### src/rtl/lsu_pkg.sv
// Shared types and constants for the MEM-stage load/store unit.
package lsu_pkg;

  typedef enum logic {
    IDLE,
    WAIT_RSP
  } lsu_state_e;

  localparam logic [2:0] F3_B  = 3'b000;
  localparam logic [2:0] F3_H  = 3'b001;
  localparam logic [2:0] F3_W  = 3'b010;
  localparam logic [2:0] F3_BU = 3'b100;
  localparam logic [2:0] F3_HU = 3'b101;

  localparam int CNT_W = 5;

endpackage : lsu_pkg

### src/rtl/lsu_align.sv
// Combinational store-lane steering and load extraction/extension.
module lsu_align
  import lsu_pkg::*;
(
  input  logic [2:0]  funct3,
  input  logic [1:0]  addr_lo,
  input  logic [31:0] store_data,
  input  logic [31:0] load_raw,
  output logic [3:0]  be,
  output logic [31:0] wdata,
  output logic [31:0] load_data
);

  logic [7:0]  load_byte;
  logic [15:0] load_half;

  always_comb begin
    // NOTE: every output gets a default first so no path can infer a latch.
    be        = 4'b1111;
    wdata     = store_data;
    load_data = load_raw;
    load_byte = load_raw[{addr_lo, 3'b000} +: 8];
    load_half = addr_lo[1] ? load_raw[31:16] : load_raw[15:0];

    case (funct3)
      F3_B, F3_BU: begin
        be        = 4'b0001 << addr_lo;
        wdata     = {4{store_data[7:0]}};
        load_data = {{24{(funct3 == F3_B) & load_byte[7]}}, load_byte};
      end
      F3_H, F3_HU: begin
        be        = 4'b0011 << {addr_lo[1], 1'b0};
        wdata     = {2{store_data[15:0]}};
        load_data = {{16{(funct3 == F3_H) & load_half[15]}}, load_half};
      end
      default: begin
        be        = 4'b1111;
        wdata     = store_data;
        load_data = load_raw;
      end
    endcase
  end

endmodule : lsu_align

### src/rtl/mem_stage_lsu.sv
// MEM-stage load/store unit: req/gnt + rvalid bus master with pipeline stall and timeout.
// Optional misaligned-access trap: define LSU_MISALIGN_TRAP_EN.
module mem_stage_lsu
  import lsu_pkg::*;
#(
  parameter int TIMEOUT_CYCLES = 16
) (
  input  logic        clock,
  input  logic        reset_n,
  input  logic        valid_in,
  input  logic [31:0] alu_result_in,
  input  logic [31:0] write_data_in,
  input  logic [2:0]  funct3_in,
  input  logic        mem_read_in,
  input  logic        mem_write_in,
  output logic [31:0] alu_result_out,
  output logic [31:0] mem_read_data_out,
  output logic        stall_out,
  output logic        bus_err_out,
`ifdef LSU_MISALIGN_TRAP_EN
  output logic        misalign_exc_out,
`endif
  output logic        dmem_req,
  output logic        dmem_we,
  output logic [31:0] dmem_addr,
  output logic [3:0]  dmem_be,
  output logic [31:0] dmem_wdata,
  input  logic        dmem_gnt,
  input  logic        dmem_rvalid,
  input  logic [31:0] dmem_rdata
);

  localparam logic [CNT_W-1:0] LAST_CNT = CNT_W'(TIMEOUT_CYCLES - 1);

  lsu_state_e       state_q, state_d;
  logic [CNT_W-1:0] cnt_q, cnt_d;
  logic             is_store, is_load;
  logic [3:0]       steer_be;
  logic [31:0]      steer_wdata, load_data;

  // A simultaneous read+write is resolved as a store.
  assign is_store = valid_in & mem_write_in;
  assign is_load  = valid_in & mem_read_in & ~mem_write_in;

  assign alu_result_out = alu_result_in;
  assign dmem_addr      = {alu_result_in[31:2], 2'b00};
  assign dmem_be        = steer_be;
  assign dmem_wdata     = steer_wdata;

`ifdef LSU_MISALIGN_TRAP_EN
  logic misaligned;
  assign misaligned = (((funct3_in == F3_H) || (funct3_in == F3_HU)) && alu_result_in[0])
                   || ((funct3_in == F3_W) && (alu_result_in[1:0] != 2'b00));
`endif

  lsu_align u_align (
    .funct3     (funct3_in),
    .addr_lo    (alu_result_in[1:0]),
    .store_data (write_data_in),
    .load_raw   (dmem_rdata),
    .be         (steer_be),
    .wdata      (steer_wdata),
    .load_data  (load_data)
  );

  always_ff @(posedge clock or negedge reset_n) begin
    if (!reset_n) begin
      state_q <= IDLE;
      cnt_q   <= '0;
    end else begin
      // NOTE: state registers use non-blocking assignment so all flops update together.
      state_q <= state_d;
      cnt_q   <= cnt_d;
    end
  end

  always_comb begin
    state_d           = state_q;
    cnt_d             = cnt_q;
    dmem_req          = 1'b0;
    dmem_we           = 1'b0;
    stall_out         = 1'b0;
    bus_err_out       = 1'b0;
    mem_read_data_out = '0;
`ifdef LSU_MISALIGN_TRAP_EN
    misalign_exc_out  = 1'b0;
`endif

    case (state_q)
      IDLE: begin
        if (is_store || is_load) begin
`ifdef LSU_MISALIGN_TRAP_EN
          if (misaligned) misalign_exc_out = 1'b1;
          else
`endif
          begin
            dmem_req = 1'b1;
            dmem_we  = is_store;
            if (is_store) begin
              stall_out = ~dmem_gnt;
            end else begin
              stall_out = 1'b1;
              if (dmem_gnt) begin
                state_d = WAIT_RSP;
                cnt_d   = '0;
              end
            end
          end
        end
      end

      WAIT_RSP: begin
        if (dmem_rvalid) begin
          mem_read_data_out = load_data;
          state_d           = IDLE;
          cnt_d             = '0;
        end else if (cnt_q == LAST_CNT) begin
          // Abandon the access: let the pipeline move on with zero data.
          bus_err_out = 1'b1;
          state_d     = IDLE;
          cnt_d       = '0;
        end else begin
          stall_out = 1'b1;
          cnt_d     = cnt_q + 1'b1;
        end
      end

      default: state_d = IDLE;
    endcase

    // Outputs are quiet the instant reset asserts, whatever the inputs show.
    if (!reset_n) begin
      dmem_req          = 1'b0;
      dmem_we           = 1'b0;
      stall_out         = 1'b0;
      bus_err_out       = 1'b0;
      mem_read_data_out = '0;
`ifdef LSU_MISALIGN_TRAP_EN
      misalign_exc_out  = 1'b0;
`endif
    end
  end

endmodule : mem_stage_lsu

### config.mk
export PLATFORM = sky130hd
export DESIGN_NAME = mem_stage_lsu
export DESIGN_NICKNAME = d
export VERILOG_FILES = /design/src/rtl/lsu_pkg.sv /design/src/rtl/lsu_align.sv /design/src/rtl/mem_stage_lsu.sv
export SDC_FILE = /design/constraint.sdc
export NUM_CORES = 1
export LEC_CHECK = 0
export BUFFER_PORTS_ARGS = -buffer_cell sky130_fd_sc_hd__buf_2
export CORE_AREA = 2 2 95 97
export CTS_CLUSTER_DIAMETER = 150
export DETAILED_ROUTE_END_ITERATION = 10
export DIE_AREA = 0 0 97 99
export PLACE_DENSITY = 0.66
export SLEW_MARGIN = 20
export SYNTH_ARGS = -nofsm -noshare
export SYNTH_HDL_FRONTEND = slang
export SYNTH_SLANG_ARGS = --single-unit
export TNS_END_PERCENT = 20
### constraint.sdc
create_clock -name clock -period 1.4 [get_ports clock]
set_input_delay 0 -clock clock [delete_from_list [all_inputs] [get_ports clock]]
set_output_delay 0 -clock clock [all_outputs]
set_load 0.01 [all_outputs]
==> metrics.md, run 1 <==
| Metric | Value |
|---|---|
| Most common cell after layout, fill and taps aside | buf_2 |
| Post-synthesis sequential area ratio | 6.96% |
| Main synth FF type | dfrtp_1 |
| P_leak | 1.39 nW |
| Hold WS | 0.00602 ps |
| Core area | 8550 um^2 |
| Crit path required time | 1400 ps |
| Switching Fraction | 39.8% |
| Final ANT Viol Nets | 0 |
| Vias in the first global route | 2337 |
| Unrepaired setup endpoints after global routing | yes |
| Worst Hold Depth | 0 |
| Async S/R FF share, synth | 100% |
| RR Startpoint | state_q |
| Worst-path fanout max | 16 |
| Initial antenna violation count | 1 |
| FMAX | 695 MHz |
| Global route overflow | 0 |
| Hpwl dp | 6630 um |
| CTS Buf Count | 3 |
| Final count of negative-setup-slack endpoints | 16 |
| CP arrival | 1440 ps |
| Final instance area | 2760 um^2 |
| Post-Place Cells | 476 |
| Clk Latency, worst-skew pair | 220 ps |
| WS Path Type | reg -> out |
| Largest net degree at the start of global routing | 30 |
| Routed wire per std cell | 17.4 um |
| Pwr dens | 421 nW/um^2 |
| Area Growth Syn to Fin | 28.1% |
| Num Clock Sinks | 6 |
| Worst Min Path Start | alu_result_in[6] |
| Final worst setup slack | -39.1 ps |
| Yosys reg bits | 6 |
| Crit path cell chain | and3_4 > nand4_2 > buf_12 > o211ai_1 > buf_2 |
| Final Hold Viols | 0 |
| First-pass GRT wire length | 12300 um |
| Outcome | finished, violations left |
| Tmin final | 1440 ps |
| Max Slew Vio Count | 0 |
| CTS tree | yes |
| All-Layer GR Usage | 15.8% |
| Number of synthesized flops with an enable pin | 0 |
| R2R setup slack | 40 ps |
| Clock tree buffer depth | 2 |
| Cell Area, Synth | 2160 um^2 |
| Int Pwr | 0.000700 W |
| Die footprint | 9600 um^2 |
| Max_cap viols | 0 |
| Mean number of vias per cell | 5.02 |
| Syn avg cell area | 7.24 um^2 |
| Final wirelength | 8480 um |
| Fin cells | 488 |
| Share of layout cells above drive strength 1 | 55.8% |
| Nets | 489 |
| Hold Path Sink | alu_result_out[6] |
| Io pins | 242 |
| Gate power share | 60.8% |
| Max incr delay on CP | 400 ps |
| Initial core utilization | 25.2% |
| Die W | 97 um |
| P_sw | 0.000464 W |
| Sequential power share | 17.0% |
| Clock Root Buffer | clkbuf_8 |
| Worst slack at placement | -69.4 ps |
| Most frequent cells in the layout | buf_2, nand2_1, mux2_2 |
| Failing checks | setup timing |
| Worst flop-to-flop path endpoint | cnt_q[2] |
| Post-route DRC | 0 |
| Drt pass-1 iters | 4 |
| Port Buffers | 149 |
| Worst VDD drop | 0.000485 V |
| Yosys warns | 0 |
| Hold Crit Class | in -> out |
| Cells after synthesis | 298 |
| Setup crit start kind | flop |
| Fin util | 32.3% |
| DP Area | 2520 um^2 |
| DIE HEIGHT | 99 um |
| Inserted Diodes | 0 |
| Clock skew | 1.19 ps |
| Final period util | 103% |
| CTS H-tree lvls | 1 |
| Vias | 2448 |
| FP Rows | 34 |
| Clock power frac | 22.1% |
| Worst Setup End Kind | output port |
| GP Congestion | 0.801 |
| Clock transition at the registers of the reported paths | 40 ps |
| Worst R2R Path Depth | 5 |
| Iter 0 DRT Violations | 54 |
| Synth cell types | 47 |
| Crit-path slowest cell | dfrtp_1 |
logic make-up (layout without fill, tap and decap cells):
family | Yosys count | in the layout | synth area share (%)
AO/OA/AOI/OAI | 77 | 77 | 25.5
XOR/XNOR | 1 | 1 | 0.406
adder cells (fa/ha/maj) | 1 | 1 | 0.580
buffers and inverters | 98 | 177 | 31.9
flip-flops | 6 | 6 | 6.96
multiplexers | 28 | 28 | 15.0
other | 1 | 2 | 0.174
AND/OR/NAND/NOR | 86 | 88 | 19.5
state kept, by name, indices dropped and copies added, names as in the netlist:
name     count
state_q      1
cnt_q        5
routing by layer:
metal	vias up	global-route usage, %	wire [um]
li1	1166	-	-
met1	1129	19.3	3480
met2	120	26.7	4060
met3	31	3.90	615
met4	2	6.50	298
met5	-	0	17
worst max-delay path, delay by kind of cell, from the launching register on:
| kind | cells | cell delay (ps) |
|---|---|---|
| flops | 1 | 400 |
| compound gates | 1 | 90 |
| simple gates | 2 | 360 |
| buf+inv | 2 | 360 |
what timing repair did:
| action | in CTS | in global routing |
|---|---|---|
| setup buffers | 1 | 5 |
| setup endpoints to repair | 27 | 30 |
| cloned | 1 | 1 |
| hold endpoints to repair | 6 | 6 |
| pin swaps | 0 | 4 |
| resized for setup | 12 | 15 |
worst max path at each step:
stage               slack, ps  cells past startpoint     from                    end
floorplan                 170                      5  state_q  mem_read_data_out[21]
global route             -140                      5  state_q  mem_read_data_out[30]
finish                    -40                      5  state_q  mem_read_data_out[31]
CTS                       -90                      6  state_q              stall_out
global placement           -7                      4  state_q  mem_read_data_out[31]
detailed placement        -70                      4  state_q  mem_read_data_out[31]
power by group through the flow:
stage	Combinational (W)	Clock (W)	Sequential, W
final	0.000708	0.000257	0.000198
after CTS	0.000671	0.000262	0.000201
after floorplan	0.000537	0	0.000201
after detailed placement	0.000656	0	0.000202
after global placement	0.000642	0	0.000202
after global routing	0.000773	0.000282	0.000200
area by class of cell:
class / count / area, um^2
fillers: 955 / 5790
multi-input cells: 197 / 1440
repair buffers: 169 / 975
flip-flops and latches: 6 / 150
well taps: 108 / 135
clock buffers: 3 / 41.3
inverters: 5 / 18.8
synthesized netlist by cell type, types with 2 or more instances:
| cell | instances | area share [%] |
|---|---|---|
| o21ai_0 | 19 | 4.4 |
| buf_2 | 9 | 2.1 |
| a22o_1 | 2 | 0.81 |
| mux2i_1 | 8 | 3.7 |
| nand2_1 | 44 | 7.7 |
| nor2b_1 | 9 | 2.6 |
| nand3_1 | 11 | 2.6 |
| a221oi_1 | 7 | 2.8 |
| a41oi_1 | 7 | 2.8 |
| buf_4 | 75 | 26 |
| o211a_1 | 2 | 0.93 |
| o211ai_1 | 15 | 5.2 |
| dfrtp_1 | 6 | 7.0 |
| o2bb2ai_1 | 3 | 1.2 |
| buf_6 | 2 | 1.0 |
| and3_1 | 2 | 0.58 |
| mux2_2 | 18 | 9.4 |
| a21oi_1 | 10 | 2.3 |
| nor2_1 | 6 | 1.0 |
| inv_1 | 5 | 0.87 |
| o22ai_1 | 7 | 2.0 |
| nor3_1 | 2 | 0.46 |
| nand2b_1 | 2 | 0.58 |
| clkbuf_1 | 4 | 0.70 |
stage by stage:
stage	power, W	TNS (ps)
final	0.00116	-193
after CTS	0.00113	-600
after detailed placement	0.000859	-608
after global routing	0.00126	-2400
after floorplan	0.000738	0
after global placement	0.000844	-6.68
No activity file was read; power rests on OpenSTA's default activity.
==> inputs of run 2 (changes only) <==
--- a/config.mk
+++ b/config.mk
@@ -5,13 +5,15 @@
 export SDC_FILE = /design/constraint.sdc
 export NUM_CORES = 1
 export LEC_CHECK = 0
+export ABC_CLOCK_PERIOD_IN_PS = 1400
 export BUFFER_PORTS_ARGS = -buffer_cell sky130_fd_sc_hd__buf_2
-export CORE_AREA = 2 2 95 97
+export CORE_ASPECT_RATIO = 0.6
+export CORE_MARGIN = 2
+export CORE_UTILIZATION = 30
 export CTS_CLUSTER_DIAMETER = 150
 export DETAILED_ROUTE_END_ITERATION = 10
-export DIE_AREA = 0 0 97 99
-export PLACE_DENSITY = 0.66
-export SLEW_MARGIN = 20
+export PLACE_DENSITY = 0.75
+export SLEW_MARGIN = 5
 export SYNTH_ARGS = -nofsm -noshare
 export SYNTH_HDL_FRONTEND = slang
 export SYNTH_SLANG_ARGS = --single-unit
==> metrics.md, run 2 (synthesis gave the netlist of run 1 again) <==
| Metric | Value |
|---|---|
| First-pass GRT wire length | 11800 um |
| Clock skew | 0.688 ps |
| Final count of negative-setup-slack endpoints | 21 |
| Crit path required time | 1400 ps |
| Clock Root Buffer | clkbuf_16 |
| DIE HEIGHT | 69.7 um |
| Hpwl dp | 6350 um |
| P_leak | 1.43 nW |
| Failing checks | setup timing |
| Post-route DRC | 0 |
| Crit path top cell by count | buf_4 |
| P_sw | 0.000482 W |
| CTS tree | yes |
| Clock tree buffer depth | 2 |
| Fillers | 726 |
| Core area | 6820 um^2 |
| Die footprint | 7910 um^2 |
| Crit path cell chain | buf_4 > buf_4 > nor2b_4 > o211a_1 > o2bb2ai_2 > buf_2 |
| Drt pass-1 iters | 4 |
| Mean number of vias per cell | 5.22 |
| FMAX | 681 MHz |
| Most frequent cells in the layout | buf_2, nand2_1, mux2_2, buf_4, o211ai_1 |
| GP Congestion | 0.849 |
| Unrepaired setup endpoints after global routing | yes |
| Die W | 113 um |
| Pwr dens | 495 nW/um^2 |
| FP Rows | 23 |
| Largest net degree at the start of global routing | 26 |
| Vias in the first global route | 2326 |
| Top Registers | cnt_q (5), state_q (1) |
| CP arrival | 1470 ps |
| Int Pwr | 0.000883 W |
| Max Slew Vio Count | 0 |
| Iter 0 DRT Violations | 224 |
| Worst Setup End Kind | output port |
| Max incr delay on CP | 390 ps |
| Max FFs per register | 5 |
| Post-route setup TNS | -292 ps |
| Area Growth Syn to Fin | 27.8% |
| Vias | 2450 |
| Final instance area | 2760 um^2 |
| Tmin final | 1470 ps |
| Final ANT Viol Nets | 0 |
| Multi-input logic area | 1430 um^2 |
| Global route overflow | 0 |
| Final period util | 105% |
| Most common cell after layout, fill and taps aside | buf_2 |
| Worst VDD drop | 0.000969 V |
| Final wirelength | 7890 um |
| Clk Latency, worst-skew pair | 230 ps |
| Sequential power share | 14.8% |
| WS Path Type | reg -> out |
| Port Buffers | 149 |
| Clock transition at the registers of the reported paths | 30 ps |
| Final worst setup slack | -69.4 ps |
| Routed wire per std cell | 16.8 um |
| CTS Buf Count | 3 |
| Gate power share | 51.4% |
| Final Hold Viols | 0 |
| Hold WS | 0.00520 ps |
| Hold Crit Class | in -> out |
| Max_cap viols | 0 |
| Num Clock Sinks | 6 |
| Sequential cell area | 150 um^2 |
| Largest register by flop count | cnt_q |
| Clock power frac | 33.8% |
| Io pins | 242 |
| Pwr Total | 0.00136 W |
| Inserted Diodes | 0 |
| Switching Fraction | 35.3% |
| Initial core utilization | 31.6% |
| Worst-path fanout max | 4 |
| Initial antenna violation count | 0 |
| DP Area | 2530 um^2 |
| Nets | 491 |
| CTS H-tree lvls | 1 |
| All-Layer GR Usage | 18.1% |
| Setup crit start kind | flop |
| Worst slack at placement | -6.00 ps |
| Outcome | finished, violations left |
| Crit-path slowest cell | dfrtp_1 |
| Share of layout cells above drive strength 1 | 56.5% |
==> run 2: cell types whose count changed in the layout (fill, tap and decap cells not counted), sizes merged <==
cell  before  now
buf      168  172
and4       2    1
and3       3    2
==> run 2: metrics by stage <==
step	std cells	util [%]
3_3_place_gp	461	37.0
6_report	469	40.4
2_1_floorplan	299	-
4_1_cts	466	39.7
3_5_place_dp	461	37.0
5_1_grt	469	40.4
==> run 2: timing repair <==
| action | CTS | global route |
|---|---|---|
| pin swaps | 16 | 2 |
| hold endpoints to repair | 6 | 6 |
| endpoints found under the setup margin | 25 | 29 |
| setup buffers | 2 | 2 |
| gates resized for setup | 26 | 6 |
==> run 2: worst max-delay path: cells and delay by family, from the launching register on <==
family                 cells  cell delay (ps)
buffers and inverters      3              440
AOI/OAI and AO/OA          2              290
and+or+nand+nor            1              120
DFF                        1              390
==> run 2: cell type report <==
| cell class | count | area share, % |
|---|---|---|
| well taps | 87 | 3.95 |
| repair buffers | 173 | 35.3 |
| inverters | 5 | 0.681 |
| flip-flops and latches | 6 | 5.45 |
| clock buffers | 3 | 2.72 |
| multi-input cells | 195 | 51.9 |
==> run 2: per-layer routing <==
metal	GRT usage, %	routed length, um	vias to the layer above	part of all wire [%]
met5	0	0	-	0
met2	28.9	3580	134	45
met4	1.90	36	0	0.46
li1	-	-	1174	-
met3	5.68	767	4	9.7
met1	24.8	3500	1138	44
==> run 2: final timing paths <==
path	startpoint	endpoint	slack [ps]	depth (start not counted)
worst min-delay path	alu_result_in[3]	alu_result_out[3]	0.005	0
worst max register to register	state_q	cnt_q[2]	160	4
min in group asynchronous	reset_n	cnt_q[4]	290	3
worst max-delay path	state_q	stall_out	-70	6
worst min register to register	cnt_q[4]	cnt_q[4]	540	1
max in group asynchronous	reset_n	cnt_q[0]	980	3
==> run 2: power groups by stage <==
stage	clock, W	combinational (W)	sequential [W]
global placement	0	0.000637	0.000202
CTS	0.000468	0.000681	0.000202
global route	0.000477	0.000767	0.000203
detailed placement	0	0.000651	0.000205
floorplan	0	0.000537	0.000201
finish	0.000462	0.000701	0.000202
